**src/rtl/common_sync_fifo.sv**
```systemverilog
// Single-clock first-word-fall-through FIFO with occupancy count; DEPTH need not be a power of two.
// Optional sticky overflow/underflow outputs are enabled by defining COMMON_SYNC_FIFO_ERR_FLAGS_EN.
module common_sync_fifo #(
  parameter int DEPTH = 4,
  parameter int DSIZE = 8
) (
  input  logic                       clock,
  input  logic                       rst_n,
  input  logic [DSIZE-1:0]           wdata,
  input  logic                       wr_en,
  output logic [DSIZE-1:0]           rdata,
  input  logic                       rd_en,
  output logic [$clog2(DEPTH+1)-1:0] count,
  output logic                       empty,
  output logic                       full
`ifdef COMMON_SYNC_FIFO_ERR_FLAGS_EN
  ,
  output logic                       overflow,
  output logic                       underflow
`endif
);

  localparam int AW = (DEPTH > 1) ? $clog2(DEPTH) : 1;
  localparam int CW = $clog2(DEPTH + 1);

  logic [DSIZE-1:0] mem [DEPTH];
  logic [AW-1:0]    wr_ptr;
  logic [AW-1:0]    rd_ptr;
  logic             wr_accept;
  logic             rd_accept;

  // Pointers wrap explicitly so non-power-of-two depths work.
  function automatic logic [AW-1:0] next_ptr(input logic [AW-1:0] p);
    return (p == AW'(DEPTH - 1)) ? '0 : p + 1'b1;
  endfunction

  // Flags come from registered count only, so wr_en/rd_en never reach an output combinationally.
  assign empty     = (count == '0);
  assign full      = (count == CW'(DEPTH));
  assign wr_accept = wr_en && !full;
  assign rd_accept = rd_en && !empty;

  // Forcing 0 while empty gives a clean rdata during and after reset without clearing storage.
  assign rdata = empty ? '0 : mem[rd_ptr];

  // NOTE: sequential state is updated with non-blocking assignments so every register samples pre-edge values.
  always_ff @(posedge clock or negedge rst_n) begin
    if (!rst_n) begin
      wr_ptr <= '0;
      rd_ptr <= '0;
      count  <= '0;
    end else begin
      if (wr_accept) wr_ptr <= next_ptr(wr_ptr);
      if (rd_accept) rd_ptr <= next_ptr(rd_ptr);
      case ({wr_accept, rd_accept})
        2'b10:   count <= count + 1'b1;
        2'b01:   count <= count - 1'b1;
        default: count <= count;
      endcase
    end
  end

  // NOTE: storage has no reset; resetting the pointers and count already discards every stored word.
  always_ff @(posedge clock) begin
    if (wr_accept) mem[wr_ptr] <= wdata;
  end

`ifdef COMMON_SYNC_FIFO_ERR_FLAGS_EN
  always_ff @(posedge clock or negedge rst_n) begin
    if (!rst_n) begin
      overflow  <= 1'b0;
      underflow <= 1'b0;
    end else begin
      if (wr_en && full)  overflow  <= 1'b1;
      if (rd_en && empty) underflow <= 1'b1;
    end
  end
`endif

endmodule

```
**config.mk**
```make
export PLATFORM = sky130hd
export DESIGN_NAME = common_sync_fifo
export DESIGN_NICKNAME = d
export VERILOG_FILES = /design/src/rtl/common_sync_fifo.sv
export SDC_FILE = /design/constraint.sdc
export NUM_CORES = 1
export LEC_CHECK = 0
export ABC_AREA = 1
export BUFFER_PORTS_ARGS = -buffer_cell sky130_fd_sc_hd__clkbuf_2
export CORE_MARGIN = 1
export CORE_UTILIZATION = 43
export DETAILED_ROUTE_END_ITERATION = 16
export PLACE_DENSITY = 0.71
export SETUP_SLACK_MARGIN = 0.4
export SLEW_MARGIN = 20
export SYNTH_ARGS = -nofsm -noshare
export SYNTH_HDL_FRONTEND = slang
export SYNTH_SLANG_ARGS = --single-unit
```
**constraint.sdc**
```tcl
create_clock -name clock -period 1.88 [get_ports clock]
set_input_delay 0.376 -clock clock [delete_from_list [all_inputs] [get_ports clock]]
set_output_delay 0.376 -clock clock [all_outputs]
set_load 0.03 [all_outputs]
```
==> summary.txt <==
Floorplan
  – Chip width: 67.2 µm
  – I/O Pins: 25
  – Die Ht: 67.2 µm
  – Initial core utilization: 0.454
  – Num rows: 23
  – Core footprint: about 4000 µm²
  – Die area: around 4500 µm²

STA
  – Fmax: around 0.57 GHz
  – Final period util: 0.927
  – Unrepaired setup endpoints after global routing: yes
  – Worst setup margin: approximately 140 ps
  – Relative slew slack: 0.849
  – Slew of the pin with the lowest slew margin: 227 ps
  – Post-layout min period: 1740 ps
  – Final setup viols: 0
  – Clk_skew: 3.89 ps
  – Total Neg Setup Slack: 0 ps
  – Final hold slack: around 310 ps
  – Max Slew Vio Count: 0
  – Final hold vios: 0

Synthesis
  – Share of the synthesized area in the top cell type: 0.526
  – Mapped Nets: about 200
  – Cell variety after synth: 20
  – Register bit total from synthesis: 39
  – Top_reg_cell synth: edfxtp_1
  – Post-Syn Instances: roughly 180
  – Async set or reset register ratio after synthesis: 0.179
  – Synth warn: 0
  – Top-count cell post-synth: inv_1
  – Post-Syn Area: between 1500 and 2000 µm²
  – Post-synth EDFFs: 32
  – Dominant cells by area after synthesis: edfxtp_1 53%, inv_1 9.7%, dfrtp_1 9.6%, nand2_1 9.0%, nand3_1 5.5%
  – Commonest cells in the netlist: 47 x inv_1, 44 x nand2_1, 32 x edfxtp_1, 20 x nand3_1, 8 x a21oi_1
  – Mean post-synth cell area: 9.93 µm²
  – Post-synthesis sequential area ratio: 0.621
  – Dominant cell type by area after synthesis: edfxtp_1

Drt
  – DRC Markers: 0
  – Via count: around 1300
  – Initial drt markers: 34
  – Drt pass-1 iters: 4
  – Via/cell ratio: roughly 4.5
  – Routed Antenna Nets: 0
  – Avg WL per Cell: about 12 µm
  – Drt total wl: 3410 µm

Cells and area
  – Layout Utilization: 0.647
  – Layout area overhead: 42.5%
  – Post-route design area: between 2000 and 3000 µm²
  – Layout cells sized above 1: 0.415
  – Filler Cell Count: roughly 310
  – Number of diodes: 0
  – Nets: approximately 250

GRT
  – Largest net degree at the start of global routing: 17
  – GRT Total Usage: 0.169
  – Number of global-route vias before repair: between 1000 and 1500
  – First-pass GRT wire length: approximately 5400 µm
  – Remaining Overflow, GRT: 0
  – Initial antenna violation count: 0

CTS
  – Clock transition at path regs: ~70 ps
  – CTS max path bufs: 2
  – Htree depth: 2
  – Root Driver: clkbuf_8
  – Clock sinks: 39
  – Clock Latency Late Sink: about 280 ps
  – TritonCTS clock tree: done
  – Num CTS Buffers: 5

Critical path
  – WS Path Type: reg -> out
  – Arrival @ worst endpoint: between 1000 and 1500 ps
  – WP data required: 1500 ps
  – R2R cell count: 10
  – Crit Path Max Fanout: 16
  – Crit start category: register
  – Crit. End Element: primary output

Place
  – GPL Wtd Cong: slightly below 0.8
  – Setup WS pre-CTS: roughly 210 ps
  – Area of placed instances: 2160 µm²
  – Count of input and output buffers: 24
  – Hpwl dp: about 2100 µm

Worst hold path
  – Hold Crit Class: in -> reg
  – Hold path cells: 1

Pwr
  – Max IR drop VDD: about 0.93 mV
  – Power Density: roughly 1800 nW/µm²
  – Leak Pwr: approximately 1.2 nW

Job
  – Max-cap violation count: 0

Run status
  – Outcome: complete, no violations
[per-stage QoR]
stage	power (mW)	std cells
global placement	3.29	260
finish	4.61	284
detailed placement	3.32	260
global route	4.90	284
floorplan	2.88	184
CTS	4.40	279
[timing repair]
action	4_1_cts	5_1_grt
endpoints found under the hold margin	7	0
pin swaps	6	8
cloned	1	0
setup endpoints to repair	12	12
setup buffers	9	5
hold buffers	1	0
resized for setup	40	21
[critical path, cell delays in order (launching register included)]
cell     delay, ps
dfrtp_2        450
buf_12         160
nand2_1         80
nand3_2        100
a21oi_4        170
buf_8          130
[final cells by class]
class	instances	area (µm²)	area share
timing repair inverter	1	8.76	0.00336
tap	50	62.6	0.0240
sequential	39	1140	0.438
inverter	49	209	0.0802
clock inverter	2	7.51	0.00288
multi-input combinational	92	697	0.268
timing repair buffer	45	407	0.156
clock buffer	6	72.6	0.0279
[layout by cell type, fill, tap and decap left out, drive strengths merged]
master       instances
a21oi                8
buf                 29
clkbuf              21
clkinv               4
dfrtp                7
dlygate4sd3          1
edfxtp              32
fa                   1
ha                   6
inv                 48
nand2               47
nand3               20
nand4                1
nor2                 4
o21ai                3
or2                  1
xnor2                1
[metal layers]
metal,part of all wire,vias up,track usage,wire (µm)
met2,0.54,24,0.296,1830
li1,-,671,-,-
met5,0,-,0,0
met4,0.011,0,0.0479,37
met3,0.032,5,0.0456,110
met1,0.42,574,0.203,1440
[path summary, 6_finish.rpt]
kind | startpoint | to | slack [ps]
max | rd_ptr[0] | rdata[3] | 140
min reg2reg | wr_ptr[1] | wr_ptr[1] | 550
min in group asynchronous | rst_n | wr_ptr[1] | 460
max in group asynchronous | rst_n | rd_ptr[0] | 1240
max reg2reg | count[1] | count[2] | 200
min | wdata[2] | mem[1][2] | 310
[cell families after synthesis]
logic type | synth area share
AND/OR/NAND/NOR | 0.170
buffers and inverters | 0.121
flip-flops | 0.621
AO/OA/AOI/OAI | 0.0301
adder cells (fa/ha/maj) | 0.0520
XOR/XNOR | 0.00479
[where the power goes]
part | total [mW] | switching, mW | internal, mW
registers | 1.28 | 0.107 | 1.17
clock network | 0.501 | 0.249 | 0.252
logic | 2.83 | 1.58 | 1.25
[sequential cells by signal, indices dropped and copies added (netlist names)]
register,cells
mem,32
count,3
rd_ptr,2
wr_ptr,2
(Power assumes the default switching activity.)
